<file path="config.mk">
export PLATFORM = sky130hd
export DESIGN_NAME = gcd_share_arbiter
export DESIGN_NICKNAME = d
export VERILOG_FILES = /design/src/rtl/gcd_share_arbiter.sv
export SDC_FILE = /design/constraint.sdc
export NUM_CORES = 1
export LEC_CHECK = 0
export ABC_AREA = 0
export ABC_CLOCK_PERIOD_IN_PS = 8900
export CAP_MARGIN = 10
export CORE_MARGIN = 2
export CORE_UTILIZATION = 43
export DETAILED_ROUTE_END_ITERATION = 8
export PLACE_DENSITY = 0.87
export SETUP_SLACK_MARGIN = 0.1
export SLEW_MARGIN = 20
export SYNTH_ARGS = -nofsm -noshare
export SYNTH_HDL_FRONTEND = slang
export SYNTH_SLANG_ARGS = --single-unit
</file>
<file path="constraint.sdc">
create_clock -name clk -period 8.9 [get_ports clk]
set_clock_uncertainty 0.05 [all_clocks]
set_input_delay 1.335 -clock clk [delete_from_list [all_inputs] [get_ports clk]]
set_output_delay 1.335 -clock clk [all_outputs]
set_load 0.05 [all_outputs]
</file>
<file path="src/rtl/gcd_share_arbiter.sv">
// gcd_share_arbiter: round-robin front end that shares one subtractive GCD core
// between NUM_REQ requesters. It latches the winner's operands and runs the core's
// four-phase go/done handshake. Zero operands are answered locally, because the
// core never terminates on a zero. Each result is returned with a one-cycle ack.
module gcd_share_arbiter #(
    parameter int NUM_REQ = 4,
    parameter int WIDTH   = 8
) (
    input  logic                        clk,
    input  logic                        rst,
    input  logic [NUM_REQ-1:0]          req,
    input  logic [NUM_REQ*WIDTH-1:0]    x_in,
    input  logic [NUM_REQ*WIDTH-1:0]    y_in,
    output logic [NUM_REQ-1:0]          ack,
    output logic [WIDTH-1:0]            result,
    output logic [$clog2(NUM_REQ)-1:0]  grant_id,
    output logic                        busy,
    output logic                        core_go,
    output logic [WIDTH-1:0]            core_x,
    output logic [WIDTH-1:0]            core_y,
    input  logic                        core_done,
    input  logic [WIDTH-1:0]            core_result
);

    localparam int IDW = $clog2(NUM_REQ);

    typedef enum logic [1:0] {
        S_IDLE    = 2'd0,
        S_RUN     = 2'd1,
        S_RELEASE = 2'd2,
        S_RESPOND = 2'd3
    } state_t;

    state_t           r_state;
    state_t           w_next;
    logic [IDW-1:0]   r_ptr;
    logic [IDW-1:0]   r_grant;
    logic [IDW-1:0]   w_winner;
    logic             w_found;
    logic             w_zero;
    logic [WIDTH-1:0] w_sel_x;
    logic [WIDTH-1:0] w_sel_y;
    logic [WIDTH-1:0] r_result;
    logic [WIDTH-1:0] r_core_x;
    logic [WIDTH-1:0] r_core_y;

    // Round-robin pick: first set req bit at or above the pointer, wrapping around
    always_comb begin
        int             v_idx;
        logic [IDW-1:0] v_id;
        w_winner = r_ptr;
        w_found  = 1'b0;
        v_idx    = 0;
        v_id     = {IDW{1'b0}};
        for (int k = 0; k < NUM_REQ; k++) begin
            v_idx    = (int'(r_ptr) + k) % NUM_REQ;
            v_id     = IDW'(v_idx);
            w_winner = (!w_found && req[v_id]) ? v_id : w_winner;
            w_found  = w_found | req[v_id];
        end
    end

    // Operand slices of the current winner and zero-operand detection
    always_comb begin
        w_sel_x = x_in[w_winner*WIDTH +: WIDTH];
        w_sel_y = y_in[w_winner*WIDTH +: WIDTH];
        w_zero  = (w_sel_x == {WIDTH{1'b0}}) || (w_sel_y == {WIDTH{1'b0}});
    end

    // State register
    always_ff @(posedge clk or posedge rst) begin
        if (rst) begin
            r_state <= S_IDLE;
        end else begin
            r_state <= w_next;
        end
    end

    // Next-state logic for the grant / core handshake / respond sequence
    always_comb begin
        w_next = r_state;
        case (r_state)
            S_IDLE: begin
                if (w_found) begin
                    if (w_zero) begin
                        w_next = S_RESPOND;
                    end else begin
                        w_next = S_RUN;
                    end
                end else begin
                    w_next = S_IDLE;
                end
            end
            S_RUN: begin
                if (core_done) begin
                    w_next = S_RELEASE;
                end else begin
                    w_next = S_RUN;
                end
            end
            S_RELEASE: begin
                if (core_done) begin
                    w_next = S_RELEASE;
                end else begin
                    w_next = S_RESPOND;
                end
            end
            S_RESPOND: w_next = S_IDLE;
            default:   w_next = S_IDLE;
        endcase
    end

    // Grant, operand latch, result capture and pointer advance
    always_ff @(posedge clk or posedge rst) begin
        if (rst) begin
            r_ptr    <= {IDW{1'b0}};
            r_grant  <= {IDW{1'b0}};
            r_result <= {WIDTH{1'b0}};
            r_core_x <= {WIDTH{1'b0}};
            r_core_y <= {WIDTH{1'b0}};
        end else begin
            case (r_state)
                S_IDLE: begin
                    if (w_found) begin
                        r_grant  <= w_winner;
                        r_core_x <= w_sel_x;
                        r_core_y <= w_sel_y;
                        if (w_zero) begin
                            // gcd(0,a)=a and gcd(0,0)=0: pick whichever operand is non-zero
                            r_result <= (w_sel_x == {WIDTH{1'b0}}) ? w_sel_y : w_sel_x;
                        end
                    end
                end
                S_RUN: begin
                    if (core_done) begin
                        r_result <= core_result;
                    end
                end
                S_RESPOND: begin
                    r_ptr <= (r_grant == IDW'(NUM_REQ - 1)) ? {IDW{1'b0}} : (r_grant + {{(IDW-1){1'b0}}, 1'b1});
                end
                default: begin
                    r_ptr <= r_ptr;
                end
            endcase
        end
    end

    // Handshake outputs decoded from the state register only, so there is no path from req or core_done
    always_comb begin
        ack     = {NUM_REQ{1'b0}};
        core_go = (r_state == S_RUN);
        busy    = (r_state != S_IDLE);
        if (r_state == S_RESPOND) begin
            ack[r_grant] = 1'b1;
        end else begin
            ack = {NUM_REQ{1'b0}};
        end
    end

    assign result   = r_result;
    assign grant_id = r_grant;
    assign core_x   = r_core_x;
    assign core_y   = r_core_y;

endmodule

</file>
==> flow_summary.yaml, run 1 <==
synthesis:
  synth_area_leaders: "dfrtp_1 36%, mux2_2 8.6%, a31oi_1 7.2%"
  ys_types: 34
  synth_nets: 339
  synth_top_area_cell: "dfrtp_1"
  synthesis.area_mm2: 0.00210
  netlist.area_leader.share_pct: 35.8
  syn_inst: 256
  synth_seq_area_share_pct: 35.8
  syn-mean-instance-area_um2: 8.19
  yosysWarningCount: 0
  ys_seq_elements: 30
cts:
  clk_latency_ns: 0.28
  cts.sinks: 30
  ctsResizeCount: 0
  htree_num_levels: 2
  cts_setup_buffers: 0
  clkSlewWorstSetupHoldPaths_ns: 0.06
  root_buffer: "clkbuf_8"
  numCtsBuffers: 5
  cts-hold-fix-buffers: 0
  cts_tree: "done"
  clockBufferDepth: 2
global_route:
  grt.busiest_layer: "met2"
  antenna_found_initial: 0
  overflow: 0
  grt_use_met3_pct: 7.54
  grt_pass1_vias: 2223
  grt_usage_pct: 24.9
  grt_max_degree: 33
  grt_pass1_wl_um: 10300
  grt_util_met2_pct: 41.7
  grtUsageMet1_pct: 30.4
sta:
  worst_slack_ns: 4.00
  finalHoldViolations: 0
  maxSlewViolCount: 0
  finalSetupViolCount: 0
  setup_tns_ns: 0
  fmax_mhz: 204
  fin_crit_sh_pct: 55.1
  tightest_slew_ns: 1.02
  max_slew_margin_pct: 32.2
  rsz0062_at_grt: "no"
  hold_slack_ns: 0.436
  fin_crit_ns: 4.90
layout:
  post-route-util_pct: 70.1
  syn_to_final_growth_pct: 57.9
  antenna_cells: 0
  drive_gt1_share_pct: 10.9
  nets: 440
  fillers: 362
job:
  drv_cap: 0
routing:
  detail-route-antenna-nets: 0
  dr.first_iter.drc_count: 152
  via_count: 2314
  wl_per_cell_um: 15.4
  drtPass1Iterations: 5
  route.detailed.drc: 0
  wl_um: 6560
  vias_per_cell: 5.44
worst_hold_path:
  min_path_type: "reg2reg"
  worstHoldStart: "core_x[4]"
critical_path:
  worstSetupEndpointType: "flip-flop"
  setup.worst_path.start_class: "input pin"
  crit_path_start: "req[0]"
  r2r_start: "r_ptr[0]"
  cp.required_ns: 9.01
  crit_type: "in2reg"
  worstPathArrival_ns: 5.02
  worstPathMaxFanout: 32
place:
  gp_congestion: 0.830
  dp_hpwl_um: 5030
  port_buffers: 110
  post-place-ws_ns: 3.56
floorplan:
  dieArea_mm2: 0.00545
  dieWidth_um: 73.8
  ios: 111
  floorplan.initialDensity_pct: 44.4
  die_y_um: 73.8
  core_mm2: 0.00472
  row_count: 25
power_and_ir_drop:
  vdd_ir_drop_max_mv: 0.241
  cellLeakagePower_nw: 1.38
  powerDensity_mw_per_mm2: 367
status:
  outcome: "complete, no violations"
==> per-stage QoR <==
step / instances / total power [mW] / cell area [um2]
finish: 425 / 1.22 / 3310
global route: 425 / 1.29 / 3310
CTS: 425 / 1.21 / 3310
detailed placement: 417 / 1.10 / 3220
global placement: 417 / 1.08 / 3220
floorplan: 256 / 0.843 / 2100
==> worst max-delay path, cell delays in order <==
cell and delay [ns]:
clkdlybuf4s50_1 0.51, nor2_1 0.08, a211o_1 0.50, and3_1 0.58, a211oi_1 0.48, o22ai_1 0.18
nor4_4 0.55, a21oi_2 0.09, o21ai_4 0.31, mux2_2 0.38
==> cell usage after synthesis, drive strengths merged <==
master / n
or2: 9
clkbuf: 11
dfrtp: 30
nor2b: 4
a21o: 1
a31oi: 24
and2: 1
a2111o: 1
inv: 21
nor3b: 1
o31ai: 1
a211o: 1
nor2: 11
o22ai: 5
a211oi: 16
mux2: 17
nand2b: 2
buf: 7
o21bai: 2
nand2: 40
o21ai: 13
a21oi: 17
and3: 5
a22oi: 8
ha: 4
nand3: 1
nor4: 3
==> report_power, final <==
group	switching (mW)	leakage [nW]	internal (mW)	total [mW]
registers	0.0535	0.356	0.208	0.262
clock network	0.0511	0.0482	0.0623	0.113
logic	0.530	0.979	0.310	0.840
total	0.634	1.38	0.581	1.22
==> layer usage <==
metal	vias up	wire, um	share of wire [%]
met5	-	0	0
met1	1078	2620	40
met3	11	501	7.6
met2	105	3330	51
met4	0	102	1.6
li1	1120	-	-
==> final timing paths <==
| check | slack (ns) | depth (start not counted) | end |
|---|---|---|---|
| setup reg to reg | 5.27 | 8 | result[5] |
| hold / removal | 0.44 | 2 | core_x[4] |
| max in group asynchronous | 6.99 | 2 | core_x[3] |
| min in group asynchronous | 1.41 | 2 | r_state[0] |
| setup / recovery | 4.00 | 10 | result[5] |
| hold reg to reg | 0.44 | 2 | core_x[4] |
==> cell usage in the layout, fill, tap and decap left out, types with 2 or more instances in the layout <==
cell,netlist,final
nor4_1,2,2
clkdlybuf4s50_1,0,110
ha_1,4,4
dfrtp_1,30,30
a211oi_1,16,16
nor2b_1,4,4
nor2_1,11,11
nand2_1,40,40
buf_4,0,2
inv_1,21,20
clkbuf_8,0,6
or2_2,9,9
a21oi_1,16,16
o21ai_0,11,11
mux2_2,16,16
and3_1,5,5
o22ai_1,5,5
a22oi_1,8,8
nand2b_1,2,2
a31oi_1,24,24
==> flip-flops by register name (all words and copies together) (netlist names) <==
signal / cells
r_ptr: 2
core_y: 8
core_x: 8
r_state: 2
grant_id: 2
result: 8
==> cell type report <==
cell class              count  area [um2]  share of cell area [%]
multi-input cells         187        1190                    36.0
repair buffers            112        1120                    33.7
flip-flops and latches     30         751                    22.7
clock buffers               7        86.3                    2.61
well taps                  67        83.8                    2.53
inverters                  21        78.8                    2.38
clock inverters             1        5.00                   0.151
==> kinds of logic (layout without fill, tap and decap cells) <==
family	after synthesis	after routing	synth area share, %
mux	17	17	9.13
flops	30	30	35.8
simple gates	77	77	17.6
buf+inv	39	141	7.58
compound gates	89	89	27.5
fa+ha+maj	4	4	2.39
No activity file was read; power rests on OpenSTA's default activity.
==> inputs of run 2 (changes only) <==
- ABC_CLOCK_PERIOD_IN_PS: 8900 -> 4850
- CORE_UTILIZATION: 43 -> 40
- PLACE_DENSITY: 0.87 -> 0.81
- clock period: 8.9 -> 4.85 ns (I/O delays scaled with it)
==> run 2 against run 1 <==
  * First-iteration DRC count fell by 11%
  * Hold slack got worse by 0.0011 ns
  * Cell area rose by 0.91%
  * Routed wire length fell by 6.8%
  * Cell count rose by 1.6%
  * Utilization fell by 4.3 points
  * Clock-buffer cell count did not move
  * Critical path type unchanged
  * Largest power group unchanged
  * Highest routed layer unchanged
==> flow_summary.yaml, run 2 (same netlist as run 1, synthesis figures left out) <==
status:
  outcome: "complete, no violations"
critical_path:
  worstPathMaxFanout: 19
  r2r_end: "result[1]"
  cp.required_ns: 4.96
  crit_type: "in2reg"
  slowest_delay_ns: 0.54
  r2r_start: "r_ptr[1]"
  crit_slowest_cell: "nor4_4"
  crit_path_end: "result[1]"
  crit_path_start: "req[0]"
  worstPathArrival_ns: 4.01
  reg2regPathDepth: 9
  worstSetupEndpointType: "flip-flop"
  crit_chain: "clkdlybuf4s50_1 > nor2_1 > a211o_1 > buf_4 > and3_1 > a211oi_1 > o22ai_1 > nor4_4 > a21oi_2 > o21ai_4 > mux2_2"
  setup.worst_path.start_class: "input pin"
  regToRegSetupSlack_ns: 1.53
sta:
  tightest_slew_ns: 0.614
  max_slew_margin_pct: 59.0
  setup_tns_ns: 0
  fin_crit_sh_pct: 80.6
  fin_crit_ns: 3.91
  rsz0062_at_grt: "no"
  finalHoldViolations: 0
  maxSlewViolCount: 0
  fmax_mhz: 256
  finalSetupViolCount: 0
global_route:
  antenna_found_initial: 0
  overflow: 0
  grt_usage_pct: 21.3
  grt_max_degree: 31
  grt_pass1_wl_um: 10200
  grt_pass1_vias: 2249
worst_hold_path:
  min_path_type: "reg2reg"
routing:
  route.detailed.drc: 0
  via_count: 2280
  vias_per_cell: 5.28
  drtPass1Iterations: 5
  dr.first_iter.drc_count: 136
  wl_um: 6120
  wl_per_cell_um: 14.2
  detail-route-antenna-nets: 0
layout:
  syn_to_final_growth_pct: 59.4
  post-route-util_pct: 65.9
  final_common_cell: "clkdlybuf4s50_1"
  drive_gt1_share_pct: 11.6
  mostFrequentLayoutCells: "110 x clkdlybuf4s50_1, 40 x nand2_1, 30 x dfrtp_1, 24 x a31oi_1, 20 x inv_1"
  post-route-cell-area_mm2: 0.00334
  nets: 444
  antenna_cells: 0
cts:
  root_buffer: "clkbuf_8"
  htree_num_levels: 2
  clkSlewWorstSetupHoldPaths_ns: 0.06
  cts_tree: "done"
  numCtsBuffers: 5
  ctsResizeCount: 0
  clk_latency_ns: 0.27
  clockBufferDepth: 2
  cts-hold-fix-buffers: 0
  cts.sinks: 30
  cts_setup_buffers: 0
floorplan:
  die_y_um: 76.4
  ios: 111
  row_count: 26
  floorplan.initialDensity_pct: 41.3
  core_mm2: 0.00507
  dieArea_mm2: 0.00584
  dieWidth_um: 76.4
place:
  port_buffers: 110
  dpl_cell_area_mm2: 0.00325
  dp_hpwl_um: 4910
  gp_congestion: 0.822
power_and_ir_drop:
  powerDensity_mw_per_mm2: 665
  cellLeakagePower_nw: 1.40
  vdd_ir_drop_max_mv: 0.416
job:
  drv_cap: 0
[run 2: cell types whose count changed in the layout (fill, tap and decap cells not counted)]
| cell | change |
|---|---|
| o21bai_2 | -1 |
| buf_4 | +4 |
| o21bai_1 | +1 |
[run 2: layout make-up]
class                   instances  area, um2
fillers                       464       1730
repair buffers                116       1150
multi-input cells             187       1190
clock buffers                   7       86.3
inverters                      21       78.8
well taps                      70       87.6
clock inverters                 1       5.00
flip-flops and latches         30        751
[run 2: per-layer routing]
layer / up-vias / GRT usage (%) / routed length (um)
met5: - / 0 / 0
met4: 0 / 6.55 / 137
li1: 1127 / - / -
met3: 17 / 6.75 / 514
met1: 1033 / 24.9 / 2390
met2: 103 / 37.2 / 3070
[run 2: how the worst min path moves through the flow]
stage          slack [ns]       from  cells past startpoint        end
6_report             0.43  core_x[0]                      2  core_x[0]
5_1_grt              0.46  core_x[7]                      2  core_x[7]
4_1_cts              0.44  core_x[0]                      2  core_x[0]
3_5_place_dp         0.42  core_x[0]                      2  core_x[0]
3_3_place_gp         0.41  core_x[1]                      2  core_x[1]
2_1_floorplan        0.44   r_ptr[0]                      2   r_ptr[0]
[run 2: stage by stage]
stage	hold slack, ns	worst slack [ns]	std cells	total power, mW
after global placement	0.413	0.802	424	2.00
after CTS	0.440	0.951	432	2.23
after detailed placement	0.425	0.679	424	2.02
after floorplan	0.442	1.55	256	1.55
after global routing	0.458	0.658	432	2.38
final	0.434	0.943	432	2.22
[run 2: critical path, delay by kind of cell]
family,cells,cell delay (ns)
mux,1,0.38
compound gates,5,1.23
simple gates,3,0.96
buf+inv,2,0.71
[run 2: where the power goes]
part | internal (mW) | leakage (nW) | switching (mW) | total [mW]
sequential | 0.382 | 0.356 | 0.0970 | 0.479
clock | 0.114 | 0.0482 | 0.0900 | 0.204
combinational | 0.582 | 0.998 | 0.956 | 1.54
total | 1.08 | 1.40 | 1.14 | 2.22
==> inputs of run 3 (changes only) <==
- ABC_CLOCK_PERIOD_IN_PS: 4850 -> 3610
- clock period: 4.85 -> 3.61 ns (I/O delays scaled with it)
==> run 3 against run 2 <==
  * Sequential power grew 35%
  * Largest cell class is now buffers
  * Register-to-register slack got worse by 0.87 ns
  * Via count is 2.9% higher
  * Non-clock buffer count is 15 higher
  * Hold slack improved by 0.0098 ns
  * Die area did not move
  * Critical path type unchanged
  * Power increased by 43%
  * Clock-buffer cell count is 1 lower
  * Critical path depth increased by 1
  * Sequential share of layout area shrank 1.0 points
==> flow_summary.yaml, run 3 (same netlist as run 1, synthesis figures left out) <==
job:
  drv_cap: 0
floorplan:
  floorplan.initialDensity_pct: 41.3
  dieWidth_um: 76.4
  dieArea_mm2: 0.00584
  die_y_um: 76.4
  core_mm2: 0.00507
  ios: 111
  row_count: 26
cts:
  cts_tree: "done"
  root_buffer: "clkbuf_8"
  cts-hold-fix-buffers: 0
  cts.sinks: 30
  clk_latency_ns: 0.28
  clkSlewWorstSetupHoldPaths_ns: 0.07
  htree_num_levels: 2
  numCtsBuffers: 5
  clockBufferDepth: 2
critical_path:
  worstSetupEndpointType: "flip-flop"
  crit_type: "in2reg"
  cp.required_ns: 3.73
  worstPathArrival_ns: 3.45
  setup.worst_path.start_class: "input pin"
  worstPathMaxFanout: 8
layout:
  antenna_cells: 0
  seqCellArea_um2: 751
  syn_to_final_growth_pct: 67.0
  fillers: 423
  nets: 460
  mostFrequentLayoutCells: "110 x clkdlybuf4s50_1, 40 x nand2_1, 30 x dfrtp_1, 24 x a31oi_1, 20 x inv_1"
  multi_input_area_mm2: 0.00121
  drive_gt1_share_pct: 16.1
  final_cell_count_no_fill: 448
  final_common_cell: "clkdlybuf4s50_1"
worst_hold_path:
  min_path_type: "reg2reg"
sta:
  fmax_mhz: 300
  max_slew_margin_pct: 56.0
  rsz0062_at_grt: "no"
  finalHoldViolations: 0
  maxSlewViolCount: 0
  fin_crit_sh_pct: 92.3
  tightest_slew_ns: 0.661
  finalSetupViolCount: 0
  fin_crit_ns: 3.33
  setup_tns_ns: 0
routing:
  via_count: 2345
  vias_per_cell: 5.23
  detail-route-antenna-nets: 0
  wl_per_cell_um: 14.8
  wl_um: 6640
  drtPass1Iterations: 4
  route.detailed.drc: 0
  dr.first_iter.drc_count: 125
global_route:
  grt_max_degree: 33
  antenna_found_initial: 0
  grt_pass1_wl_um: 10600
  grt_usage_pct: 22.5
  overflow: 0
  grt_pass1_vias: 2338
power_and_ir_drop:
  cellLeakagePower_nw: 1.49
  p_clk_share_pct: 9.0
  powerDensity_mw_per_mm2: 907
  vdd_ir_drop_max_mv: 0.522
  power.total_mw: 3.18
  combPwrFrac_pct: 70.6
  intPower_mw: 1.57
  netSwitchingFraction_pct: 50.5
  pwr-share-seq_pct: 20.4
  power_switching_mw: 1.61
place:
  port_buffers: 110
  gp_congestion: 0.836
  dp_cells: 438
  dp_hpwl_um: 5310
status:
  outcome: "complete, no violations"
## run 3: cell types whose count changed in the layout (fill, tap and decap cells not counted)
cell / change
buf_12: +2
o21ai_2: +1
a211oi_2: +2
a211oi_1: -2
clkinvlp_4: +1
buf_4: +13
clkbuf_1: -1
## run 3: area by class of cell
class,count,area share [%]
repair buffers,131,36.7
multi-input cells,188,34.4
flip-flops and latches,30,21.4
well taps,70,2.50
clock buffers,6,2.36
inverters,21,2.25
clock inverters,2,0.357
## run 3: final timing paths
kind	to	depth (start not counted)	slack [ns]	startpoint
min in group asynchronous	result[5]	2	0.61	rst
setup reg to reg	result[1]	11	0.66	r_ptr[1]
setup / recovery	result[1]	12	0.28	req[1]
hold / removal	core_x[7]	2	0.44	core_x[7]
max in group asynchronous	core_y[2]	2	2.49	rst
hold reg to reg	core_x[7]	2	0.44	core_x[7]
## run 3: layer usage
| layer | wire length, um | vias to the layer above | GRT usage (%) |
|---|---|---|---|
| met1 | 2650 | 1085 | 25.6 |
| met4 | 154 | 0 | 6.55 |
| met2 | 3380 | 91 | 41.2 |
| met5 | 0 | - | 0 |
| met3 | 463 | 16 | 6.04 |
| li1 | - | 1153 | - |
## run 3: power groups by stage
stage	Combinational, mW	Sequential [mW]	Clock, mW
global route	2.40	0.670	0.298
finish	2.24	0.648	0.285
floorplan	0.951	1.13	0
CTS	2.23	0.646	0.285
detailed placement	2.22	0.648	0
global placement	2.17	0.645	0
## run 3: critical path, cell delays in order
cell and delay (ns):
clkdlybuf4s50_1 0.57, nor2b_1 0.07, o21bai_1 0.33, buf_4 0.22
buf_4 0.15, a31oi_1 0.09, a211oi_1 0.29, o22ai_1 0.18
nor4_4 0.28, a21oi_2 0.11, o21ai_2 0.26, mux2_2 0.37
## run 3: metrics by stage
stage	setup slack (ns)	hold WS, ns	util (%)	area [um2]
2_1_floorplan	0.494	0.442	-	2100
3_3_place_gp	0.0765	0.415	66.6	3380
3_5_place_dp	0.00616	0.426	66.6	3380
4_1_cts	0.277	0.440	68.5	3480
5_1_grt	0.110	0.471	69.0	3500
6_report	0.280	0.444	69.0	3500
## run 3: repair_timing
action / 4_1_cts / 5_1_grt
endpoints found under the setup margin: 0 / 8
gates resized for setup: 0 / 2
setup buffers: 0 / 1
